## src/rtl/audio_pkg.sv

```systemverilog
// Shared types and helpers for the codec sample path.
//   CODEC_W       : audio_codec word width (24)
//   codec_word_t  : signed codec word
//   wr_state_t    : DAC writer state (PREFILL / STREAM)
//   to_codec_word : left-justify an n-bit sample (already sign-extended
//                   to CODEC_W) into the codec word, low bits zero
package audio_pkg;
  localparam int CODEC_W = 24;

  typedef logic signed [CODEC_W-1:0] codec_word_t;

  typedef enum logic {PREFILL = 1'b0, STREAM = 1'b1} wr_state_t;

  // Exact inverse of capture truncation: the sample lands in bits
  // [CODEC_W-1 -: n] and the rest are zero; no rounding.
  function automatic codec_word_t to_codec_word(input codec_word_t s,
                                                input int unsigned n);
    return codec_word_t'(s <<< (CODEC_W - n));
  endfunction
endpackage

```

## src/rtl/sample_fifo.sv

```systemverilog
// Small synchronous sample FIFO with first-word-fall-through head.
//   clk, rst    : clock, synchronous active-high reset (empties FIFO)
//   push, wdata : store wdata this edge (caller guarantees !full)
//   pop         : drop head this edge (caller guarantees !empty)
//   head        : current head sample (combinational read)
//   level       : occupancy 0..DEPTH, tracked independently of pointers
//   full, empty : occupancy flags
module sample_fifo #(
  parameter int N     = 16,
  parameter int DEPTH = 16,
  parameter int AW    = $clog2(DEPTH)
) (
  input  logic          clk,
  input  logic          rst,
  input  logic          push,
  input  logic [N-1:0]  wdata,
  input  logic          pop,
  output logic [N-1:0]  head,
  output logic [AW:0]   level,
  output logic          full,
  output logic          empty
);
  logic [N-1:0]  mem [DEPTH];
  logic [AW-1:0] wr_ptr, rd_ptr;

  // Storage needs no reset; pointers/level define what is valid.
  always_ff @(posedge clk) begin
    if (push) mem[wr_ptr] <= wdata;
  end

  always_ff @(posedge clk) begin
    if (rst) begin
      wr_ptr <= '0;
      rd_ptr <= '0;
      level  <= '0;
    end else begin
      if (push) wr_ptr <= wr_ptr + 1'b1;  // wraps modulo DEPTH
      if (pop)  rd_ptr <= rd_ptr + 1'b1;
      case ({push, pop})
        2'b10:   level <= level + 1'b1;
        2'b01:   level <= level - 1'b1;
        default: level <= level;
      endcase
    end
  end

  assign head  = mem[rd_ptr];
  assign full  = (level == (AW+1)'(DEPTH));
  assign empty = (level == '0);
endmodule

```

## src/rtl/codec_sample_writer.sv

```systemverilog
// Playback writer: buffers mono N-bit samples and feeds the audio_codec
// DAC write handshake, duplicating each widened sample to both channels.
//   clk, rst          : clock, synchronous active-high reset
//   inSample/inValid/inReady : producer sample stream
//   mute              : zero DAC data (FIFO still drains)
//   write_ready/write : codec DAC handshake, write = write_ready & ~rst
//   writedata_left/right : 24-bit DAC words (identical)
//   level             : FIFO occupancy
//   underrunCount     : saturating underrun event count
//   streaming         : state == STREAM
module codec_sample_writer
  import audio_pkg::*;
#(
  parameter int N     = 16,
  parameter int DEPTH = 16,
  parameter int AW    = $clog2(DEPTH)
) (
  input  logic               clk,
  input  logic               rst,
  input  logic [N-1:0]       inSample,
  input  logic               inValid,
  output logic               inReady,
  input  logic               mute,
  input  logic               write_ready,
  output logic               write,
  output logic [CODEC_W-1:0] writedata_left,
  output logic [CODEC_W-1:0] writedata_right,
  output logic [AW:0]        level,
  output logic [15:0]        underrunCount,
  output logic               streaming
);
  wr_state_t   state, state_nxt;
  logic        push, pop, underrun, full, empty;
  logic [N-1:0] head;
  codec_word_t word;

  assign inReady = ~rst & ~full;
  assign push    = inValid & inReady;
  assign write   = write_ready & ~rst;

  sample_fifo #(.N(N), .DEPTH(DEPTH), .AW(AW)) u_fifo (
    .clk   (clk),
    .rst   (rst),
    .push  (push),
    .wdata (inSample),
    .pop   (pop),
    .head  (head),
    .level (level),
    .full  (full),
    .empty (empty)
  );

  always_ff @(posedge clk) begin
    if (rst) state <= PREFILL;
    else     state <= state_nxt;
  end

  // Word defaults to zero; only a non-empty STREAM transfer carries data.
  // An empty transfer is an underrun even if a push lands the same cycle:
  // the pushed sample goes into the FIFO, it is never forwarded.
  always_comb begin
    state_nxt = state;
    pop       = 1'b0;
    underrun  = 1'b0;
    word      = '0;
    case (state)
      PREFILL: begin
        if (level >= (AW+1)'(DEPTH/2)) state_nxt = STREAM;
      end
      STREAM: begin
        if (write) begin
          if (empty) begin
            underrun  = 1'b1;
            state_nxt = PREFILL;
          end else begin
            pop = 1'b1;
            if (!mute) word = to_codec_word(codec_word_t'(signed'(head)), N);
          end
        end
      end
      default: state_nxt = PREFILL;
    endcase
  end

  always_ff @(posedge clk) begin
    if (rst)
      underrunCount <= '0;
    else if (underrun && underrunCount != 16'hFFFF)
      underrunCount <= underrunCount + 16'd1;
  end

  assign writedata_left  = word;
  assign writedata_right = word;
  assign streaming       = (state == STREAM);
endmodule

```

## config.mk

```make
export PLATFORM = sky130hd
export DESIGN_NAME = codec_sample_writer
export DESIGN_NICKNAME = d
export VERILOG_FILES = /design/src/rtl/audio_pkg.sv /design/src/rtl/sample_fifo.sv /design/src/rtl/codec_sample_writer.sv
export SDC_FILE = /design/constraint.sdc
export NUM_CORES = 1
export LEC_CHECK = 0
export ABC_AREA = 1
export BUFFER_PORTS_ARGS = -buffer_cell sky130_fd_sc_hd__buf_2
export CORE_MARGIN = 2
export CORE_UTILIZATION = 45
export CTS_CLUSTER_SIZE = 28
export DETAILED_ROUTE_END_ITERATION = 10
export PLACE_DENSITY = 0.71
export SLEW_MARGIN = 5
export SYNTH_ARGS = -nofsm -noshare
export SYNTH_HDL_FRONTEND = slang
export SYNTH_SLANG_ARGS = --single-unit
```

## constraint.sdc

```tcl
create_clock -name clk -period 4.7 [get_ports clk]
set_clock_uncertainty 0.2 [all_clocks]
set_input_delay 0 -clock clk [delete_from_list [all_inputs] [get_ports clk]]
set_output_delay 0 -clock clk [all_outputs]
set_load 0.005 [all_outputs]
```

======== Yosys cells after proc, flatten, opt, wreduce, memory -nomap -nowiden ========
Memories as Yosys holds them, arrays and structs flattened. A register that Yosys moved wholly into a read port is not among the register bits.
Index checks and enable logic that the tools add are counted.
word-level totals
  bits in registers ....................... 30
  memory bits (writable) .................. 256
  input bits .............................. 21
  output and inout port bits .............. 72
  logic and storage cells ................. 43
  memories kept ........................... 1
memory list
  memory      words  width  read ports  clocked after Yosys merged registers in  wr ports  line               text
  u_fifo.mem  16     16     1           1                                        1         sample_fifo.sv:23  logic [N-1:0] mem [DEPTH];
operators by class
  add/sub/neg operators ................... 5
  $lt $le $gt $ge ......................... 1
  eq/ne operators ......................... 4
  multiplexer cells ....................... 18
  bitwise gates (word level) .............. 6
  reductions and logical operators ........ 3
operator list
  cell                                                               count
  2-to-1 mux 24 bit                                                  4
  adder 16 x 1 -> 16 bit, second input constant                      1
  inequality test 16 bit, second input constant                      1
  2-to-1 mux 1 bit                                                   10
  one-hot mux 5 bit (2 select lines)                                 1
  adder 4 x 1 -> 4 bit, second input constant                        2
  2-to-1 mux 4 bit                                                   2
  adder 5 x 1 -> 5 bit, second input constant                        1
  equality test 5 bit, second input constant                         1
  greater-or-equal comparator 5 x 4 -> 1 bit, second input constant  1
  logical NOT 5 bit                                                  1
  subtractor 5 x 1 -> 5 bit, second input constant                   1
  AND 1 bit                                                          3
  inverter 1 bit                                                     3
  equality test 2 x 1 -> 1 bit, second input constant                1
  equality test 2 bit, second input constant                         1
  one-hot mux 1 bit (2 select lines)                                 1
  nonzero test 2 bit                                                 1
  logical AND 1 bit                                                  1

======== Logic depth before layout (Yosys ltp) ========
Gate-level depths: netlist of the first run.
  word-level depth ........................ 6
  mapped depth ............................ 17
  depth with buffers taken out ............ 16

======== Modules after synthesis ========
A second synthesis of the first run with hierarchy kept.
unflattened totals
  cell total of the unflattened synthesis .. 1175
  area total of the unflattened synthesis .. 12779.8 sq um
modules (own cells, without submodules)
  module               times used  cells each  area each (sq um)  sequential area each (sq um)
  sample_fifo          1           940         11310.8            8027.7
  codec_sample_writer  1           235         1468.9             340.3

======== Worst setup path after synthesis of the first run ========
No wires, ideal clock.
  kind .................................... register to register
  from .................................... register u_fifo.level[3]
  to ...................................... memory u_fifo.mem[11][0], enable pin
  setup time .............................. 0.388 ns
  arrival ................................. 1.777 ns
  required time ........................... 4.112 ns
  path slack .............................. 2.335 ns
  stages on the path, launching flop included .. 7
  path buffers ............................ 0
  clock period less this slack ............ 2.365 ns
  path through ............................ dfxtp_1 nor2_1 nand3_1 nand3_1 inv_1 nand3_1 nor2_1
between the ends
  longest elaborated chain between the ends .. 6
ends and longest elaborated chain
  what                                    line                       text
  from (decl)                             sample_fifo.sv:19          output logic [AW:0] level,
  from (signal assigned)                  sample_fifo.sv:40          2'b10: level <= level + 1'b1;
  from (signal assigned)                  sample_fifo.sv:41          2'b01: level <= level - 1'b1;
  from (signal assigned)                  sample_fifo.sv:42          default: level <= level;
  equality test 5 bit                     sample_fifo.sv:48          assign full = (level == (AW+1)'(DEPTH));
  inverter 1 bit                          codec_sample_writer.sv:37  assign inReady = ~rst & ~full;
  AND 1 bit                               codec_sample_writer.sv:37
  AND 1 bit                               codec_sample_writer.sv:38  assign push = inValid & inReady;
  2-to-1 mux 1 bit                        sample_fifo.sv:28          if (push) mem[wr_ptr] <= wdata;
  2-to-1 mux 1 bit (implied by the code)  sample_fifo.sv:28
  to (decl)                               sample_fifo.sv:23
Every way passes these cells.

==> results of run 1 <==
## layer usage
layer	vias up	wire, um	global-route usage
met3	54	2620	0.0407
met1	4014	12400	0.290
met5	-	0	0
met4	0	801	0.0645
li1	3890	-	-
met2	401	13200	0.315
## what timing repair did
action                                 in CTS  in global routing
setup buffers                               0                  0
hold buffers                               20                  0
endpoints found under the hold margin     290                  0
## flip-flops by register name, indices dropped and copies added, names as in the netlist, named ones only
name / count
streaming: 1
u_fifo.level: 5
u_fifo.mem: 256
u_fifo.rd_ptr: 4
u_fifo.wr_ptr: 4
underrunCount: 16
## synthesized netlist by cell type, types with 7 or more instances
master,number,share of area
nor2_1,238,0.073
nor3_1,11,0.0045
a21oi_1,37,0.015
edfxtp_1,256,0.63
o21ai_1,13,0.0053
inv_1,40,0.012
clkbuf_1,31,0.0095
buf_2,19,0.0078
o211ai_1,56,0.034
buf_4,35,0.022
ha_1,8,0.0082
nand3_1,19,0.0078
dfxtp_1,34,0.056
nand2_1,66,0.020
xor2_1,13,0.0093
buf_1,7,0.0022
o21ai_0,157,0.064
## stage by stage
stage          setup slack, ns  cell area (sq um)
2_1_floorplan             2.34              12300
3_3_place_gp              1.99              12800
3_5_place_dp              1.90              12800
4_1_cts                   1.29              13800
5_1_grt                   1.06              13800
6_report                  1.32              13800
## worst min path at each step
stage	startpoint	to	slack, ns	cells after the start
after global placement	write_ready	write	0.12	4
after detailed placement	write_ready	write	0.11	4
after floorplan	inSample[0]	u_fifo.mem[0][0]$_DFFE_PP_	-0.10	0
after CTS	inSample[7]	u_fifo.mem[0][7]$_DFFE_PP_	0.17	2
after global routing	inSample[9]	u_fifo.mem[13][9]$_DFFE_PP_	0.19	2
final	inSample[9]	u_fifo.mem[5][9]$_DFFE_PP_	0.18	2
## kinds of logic after synthesis
logic type | count (synthesis) | synth area share
simple gates | 347 | 0.114
flops | 290 | 0.685
compound gates | 271 | 0.125
buf+inv | 137 | 0.0560
xor+xnor | 16 | 0.0115
fa+ha+maj | 8 | 0.00819
other cells | 1 | 0.000307
## layout make-up
class / count / area (sq um) / share of cell area
timing repair buffer: 116 / 731 / 0.0528
clock buffer: 45 / 817 / 0.0591
clock inverter: 8 / 48.8 / 0.00353
inverter: 43 / 164 / 0.0119
antenna: 1 / 2.50 / 0.000181
multi-input combinational: 658 / 3260 / 0.236
tap: 341 / 427 / 0.0309
sequential: 290 / 8380 / 0.606
## power by group through the flow
stage	Combinational (W)	Sequential (W)	Clock, W
2_1_floorplan	0.000175	0.00290	0
6_report	0.000267	0.00285	0.00213
5_1_grt	0.000302	0.00285	0.00226
4_1_cts	0.000266	0.00285	0.00216
3_3_place_gp	0.000244	0.00290	0
3_5_place_dp	0.000251	0.00290	0
==> reports/metrics.csv, run 1 <==
metric,value,unit
fin_crit,3.38,ns
vdd_drop_max,0.304,mV
routed_wl,29.1,mm
clock_power_share,0.406,
tightestPinTransition,1.16,ns
status,"finished, final reports clean",
hold_ws,0.182,ns
seqPwrFrac,0.543,
regToRegSetupSlack,1.96,ns
rr_worst_depth,6,
dp_cells,1428,
final_common_cell,edfxtp_1,
power.switching,0.00114,W
crit_slowest_cell,buf_4,
hpwl,16.4,mm
final_util,0.516,
fin_tns_setup,0,ns
gp_congestion,0.850,
layout_common_cells,"edfxtp_1 (256), nor2_1 (222), o21ai_0 (157)",
pwr-share-comb,0.051,
r2r-start,u_fifo.level[0]$_SDFFE_PP0P_,
drive_gt1_frac,0.136,
insertion_delay,0.55,ns
die_h,169,um
internal-power,0.00411,W
worst-path-buf-inv,3,
r2r_end,u_fifo.mem[14][8]$_DFFE_PP_,
crit_path_start_kind,flop,
async_flop_share,0,
fin_crit_sh,0.720,
synthFlopType,edfxtp_1,
p_total,0.00525,W
clkTransAtPathRegs,0.06,ns
grt_pass1_wl,45.0,mm
avgSynthCellArea,11.4,sq um
hold_path.class,input pin to flop,
antenna_found_initial,1,
finalHoldViolCount,0,
grt_usage,0.203,
fp.dieArea,28500,sq um
ant_nets,0,
cts_made_buffers,30,
die_w,169,um
max_freq,295,MHz
fillCellCount,2278,
dr.first_iter.drc_count,929,
route.vias.total,8359,
yosysSeqAreaShare,0.685,
finalNonFillerCells,1502,
overflow,0,
crit_chain,inv_4 > buf_4 > nor2_1 > nor2_1 > o21ai_0 > o211ai_1 > o211ai_1 > a21oi_1 > buf_2,
cts_max_path_buffers,3,
slew_headroom,0.226,
crit_required,4.50,ns
rows,60,
first_global_vias,7961,
cpPeakStageDelay,0.58,ns
p_sw_frac,0.217,
drv_cap,0,
netlist_instances,1070,
setup_viol,0,
first_pass_iters,5,
port_buffers,76,
crit_family,buffers and inverters,
area_growth_syn_to_layout,13.2,%
drc,0,
core_area,26800,sq um
grt_max_degree,111,
worst-setup-path-type,flop to output port,
worstPathArrival,3.18,ns
syn_area,12200,sq um
ctsHtreeMaxLevel,1,
viasPerCell,5.57,
cts-root-buf,clkbuf_16,
power_density,379,nW/um^2
cp.depth,9,
num_io_pins,93,
cts_sinks,290,
routedWlPerCell,19.3,um
synth.yosys.warnings,0,
final_nets,1168,
synth.distinct_cells,33,
drv_slew,0,
cp_max_fo,61,
cp-endpoint,writedata_right[20],
synth-seq-cells,290,
p_leak,4.73,nW
initial_core_util,0.456,
end_kind,output port,
synth_edf_count,256,
cts_tree,yes,
cts_resized,0,
grt_setup_unrepaired,no,
Note: power is estimated with default switching activity, not from simulation.
==> run 2: changes to the inputs <==
--- a/config.mk
+++ b/config.mk
@@ -5,13 +5,13 @@
 export SDC_FILE = /design/constraint.sdc
 export NUM_CORES = 1
 export LEC_CHECK = 0
-export ABC_AREA = 1
+export ABC_AREA = 0
 export BUFFER_PORTS_ARGS = -buffer_cell sky130_fd_sc_hd__buf_2
 export CORE_MARGIN = 2
 export CORE_UTILIZATION = 45
 export CTS_CLUSTER_SIZE = 28
 export DETAILED_ROUTE_END_ITERATION = 10
-export PLACE_DENSITY = 0.71
+export PLACE_DENSITY = 0.73
 export SLEW_MARGIN = 5
 export SYNTH_ARGS = -nofsm -noshare
 export SYNTH_HDL_FRONTEND = slang
==> constraint.sdc (replaced) <==
create_clock -name clk -period 3 [get_ports clk]
set_clock_uncertainty 0.2 [all_clocks]
set_input_delay 0 -clock clk [delete_from_list [all_inputs] [get_ports clk]]
set_output_delay 0 -clock clk [all_outputs]
set_load 0.005 [all_outputs]
==> run 2 against run 1 <==
Against the previous run: sequential power up 55%; largest cell class unchanged; utilization up 2.4 points; global-route usage down 2.7 points; die area down 2.6%; register-to-register slack worse by 1.8 ns.
==> reports/metrics.csv, run 2 <==
metric,value,unit,change
muxShareOfSynthArea,0.140,,+0.140
route.vias.total,6374,,-24%
p_total,0.00844,W,+61%
fillCellCount,1998,,-12%
grt_usage,0.176,,-0.0269
fin_crit,2.80,ns,
finalHoldViolCount,0,,unchanged
netlist_instances,671,,-37%
drv_slew,0,,unchanged
synth-seq-cells,290,,unchanged
gp_congestion,0.817,,-3.9%
grt_max_degree,33,,-70%
die_w,167,um,-1.3%
overflow,0,,unchanged
power_density,601,nW/um^2,+58%
drive_gt1_frac,0.320,,+0.184
max_freq,357,MHz,
cpPeakStageDelay,0.58,ns,about the same
slew_headroom,0.305,,+0.0795
fin_crit_sh,0.935,,
dr.first_iter.drc_count,517,,-44%
grt_setup_unrepaired,no,,
insertion_delay,0.55,ns,about the same
core_area,26000,sq um,-3.0%
synth_fa_ha_area_frac,0.00842,,+0.000228
crit_slowest_cell,dfxtp_1,,
synthXorXnorAreaFrac,0.0140,,+0.00253
drc,0,,unchanged
first_global_vias,6455,,-19%
routed_wl,24.3,mm,-16%
cts_made_buffers,30,,unchanged
yosysTopAreaCell,edfxtp_1,,
synth.distinct_cells,50,,+52%
p_leak,4.67,nW,-1.4%
cts-root-buf,clkbuf_16,,
worstPathArrival,2.60,ns,-0.58 ns
setup_viol,0,,unchanged
crit_chain,nor4_4 > a21oi_2 > buf_4 > nand2b_1 > buf_4 > a211oi_1 > buf_2,,
fin_tns_setup,0,ns,unchanged
yosys.cell_count.top_type,edfxtp_1,,
final_nets,821,,-30%
synth_edf_count,256,,unchanged
yosysSeqAreaShare,0.704,,+0.0190
die_h,167,um,-1.3%
top_register,u_fifo.mem,,
ant_nets,0,,unchanged
initial_core_util,0.457,,+0.00160
cts_tree,yes,,
synth_top_family_by_area,multiplexers,,
avgSynthCellArea,17.7,sq um,+55%
worst-path-buf-inv,3,,unchanged
tightestPinTransition,1.04,ns,-0.120 ns
synth-simple-area-share,0.0594,,-0.0547
vdd_drop_max,0.481,mV,+58%
clkTransAtPathRegs,0.06,ns,about the same
synth.yosys.warnings,0,,unchanged
diodes,0,,-1
hpwl,15.1,mm,-7.8%
end_kind,output port,,
cts_sinks,290,,unchanged
rows,59,,-1.7%
fp.dieArea,27700,sq um,-2.6%
crit_required,2.80,ns,-1.70 ns
port_buffers,76,,unchanged
cts_max_path_buffers,3,,unchanged
cp_max_fo,16,,-74%
antenna_found_initial,0,,-1
yosys-top-cells-area,"edfxtp_1 (65%), mux4_2 (12%), dfxtp_1 (5.7%), buf_4 (2.4%), a211oi_1 (2.1%)",,
synthFlopType,edfxtp_1,,
layout_common_cells,"edfxtp_1 (256), buf_2 (76), mux4_2 (64)",,
area_growth_syn_to_layout,18.1,%,
largest_reg_flops,256,,unchanged
first_pass_iters,4,,-1
grt_pass1_wl,37.8,mm,-16%
crit_family,compound AO/OA/AOI/OAI gates,,
syn_area,11900,sq um,-2.7%
synth_common_cells,"edfxtp_1 (256), mux4_2 (64), nor2_1 (46)",,
routedWlPerCell,21.1,um,+9.2%
top_regs,"u_fifo.mem x256, underrunCount x16, u_fifo.level x5",,
drv_cap,0,,unchanged
crit_path_start_kind,flop,,
worst-setup-path-type,flop to output port,,
ctsHtreeMaxLevel,1,,unchanged
async_flop_share,0,,unchanged
status,"finished, final reports clean",,
viasPerCell,5.54,,-0.49%
path_common_cell,buf_4,,
hold_path.class,input pin to flop,,
synth_compound_area_frac,0.0372,,-0.0879
final_common_cell,edfxtp_1,,
synth_top_area_frac,0.647,,+0.0175
num_io_pins,93,,unchanged
[run 2: changes by cell type in the layout (fill, tap and decap cells not counted), moves of 10 or more]
cell	before	now
nand2_1	66	20
a21oi_1	37	8
mux4_2	0	64
mux2i_1	0	20
nor2b_1	0	21
inv_1	39	7
a211oi_1	0	33
buf_4	20	39
o21ai_1	13	0
nand3_1	19	9
o21ai_0	157	4
o211ai_1	56	0
nor2_1	222	34
[run 2: worst paths after layout]
| kind | end | from | slack, ns | depth (start not counted) |
|---|---|---|---|---|
| max | writedata_left[9] | u_fifo.level[3]$_SDFFE_PP0P_ | 0.20 | 7 |
| min | flop | rst | 0.16 | 3 |
| max reg2reg | u_fifo.level[4]$_SDFFE_PP0P_ | u_fifo.level[0]$_SDFFE_PP0P_ | 0.20 | 10 |
| min reg2reg | underrunCount[1]$_SDFFE_PP0P_ | underrunCount[1]$_SDFFE_PP0P_ | 0.32 | 2 |
[run 2: cell type report]
cell class              instances  area [sq um]  share of cell area
clock buffers                  39           805              0.0573
clock inverters                17           234              0.0167
inverters                       8          30.0             0.00214
multi-input cells             321          3190               0.227
flip-flops and latches        290          8380               0.597
well taps                     335           419              0.0298
repair buffers                141           985              0.0701
[run 2: power by group]
part / internal, W / leakage, nW / switching (W)
Clock: 0.00232 / 0.498 / 0.00149
Sequential: 0.00441 / 2.58 / 0.0000128
Combinational: 0.0000746 / 1.59 / 0.000119
[run 2: what timing repair did]
action,CTS,global route
endpoints found under the setup margin,0,10
hold buffers,20,0
hold endpoints to repair,290,0
buffers inserted,0,1
resized for setup,0,3
[run 2: worst register-to-register path: stages, from the launching register on]
cell	delay (ns)
dfxtp_1	0.39
nor4_4	0.42
a21boi_2	0.13
inv_2	0.11
ha_1	0.20
xor2_1	0.17
ha_1	0.24
a21oi_1	0.09
a2111oi_0	0.38
a41oi_1	0.09
mux2_2	0.28
[run 2: routing by layer]
layer | GRT usage | share of wire | vias up
met1 | 0.242 | 0.42 | 3234
met5 | 0 | 0 | -
li1 | - | - | 2862
met4 | 0.0439 | 0.022 | 0
met3 | 0.0307 | 0.060 | 39
met2 | 0.295 | 0.50 | 239
[run 2: metrics by stage]
step / instance area, sq um / std cells / utilization / worst slack, ns / hold slack, ns
final: 14000 / 1151 / 0.540 / 0.195 / 0.164
after global routing: 14000 / 1151 / 0.540 / 0.00651 / 0.169
after CTS: 14000 / 1150 / 0.540 / 0.0550 / 0.144
after detailed placement: 12800 / 1074 / 0.492 / 0.114 / 0.127
after global placement: 12800 / 1074 / 0.492 / 0.211 / 0.127
after floorplan: 11900 / 686 / - / 0.0250 / -0.101
[run 2: cells by family (layout without fill, tap and decap cells)]
logic type               after synthesis  in the layout
flip-flops                           290            290
AND/OR/NAND/NOR                      131            131
adder cells (fa/ha/maj)                8              8
multiplexers                          86             86
AO/OA/AOI/OAI                         61             61
buffers and inverters                 75            205
XOR/XNOR                              19             19
other                                  1             16
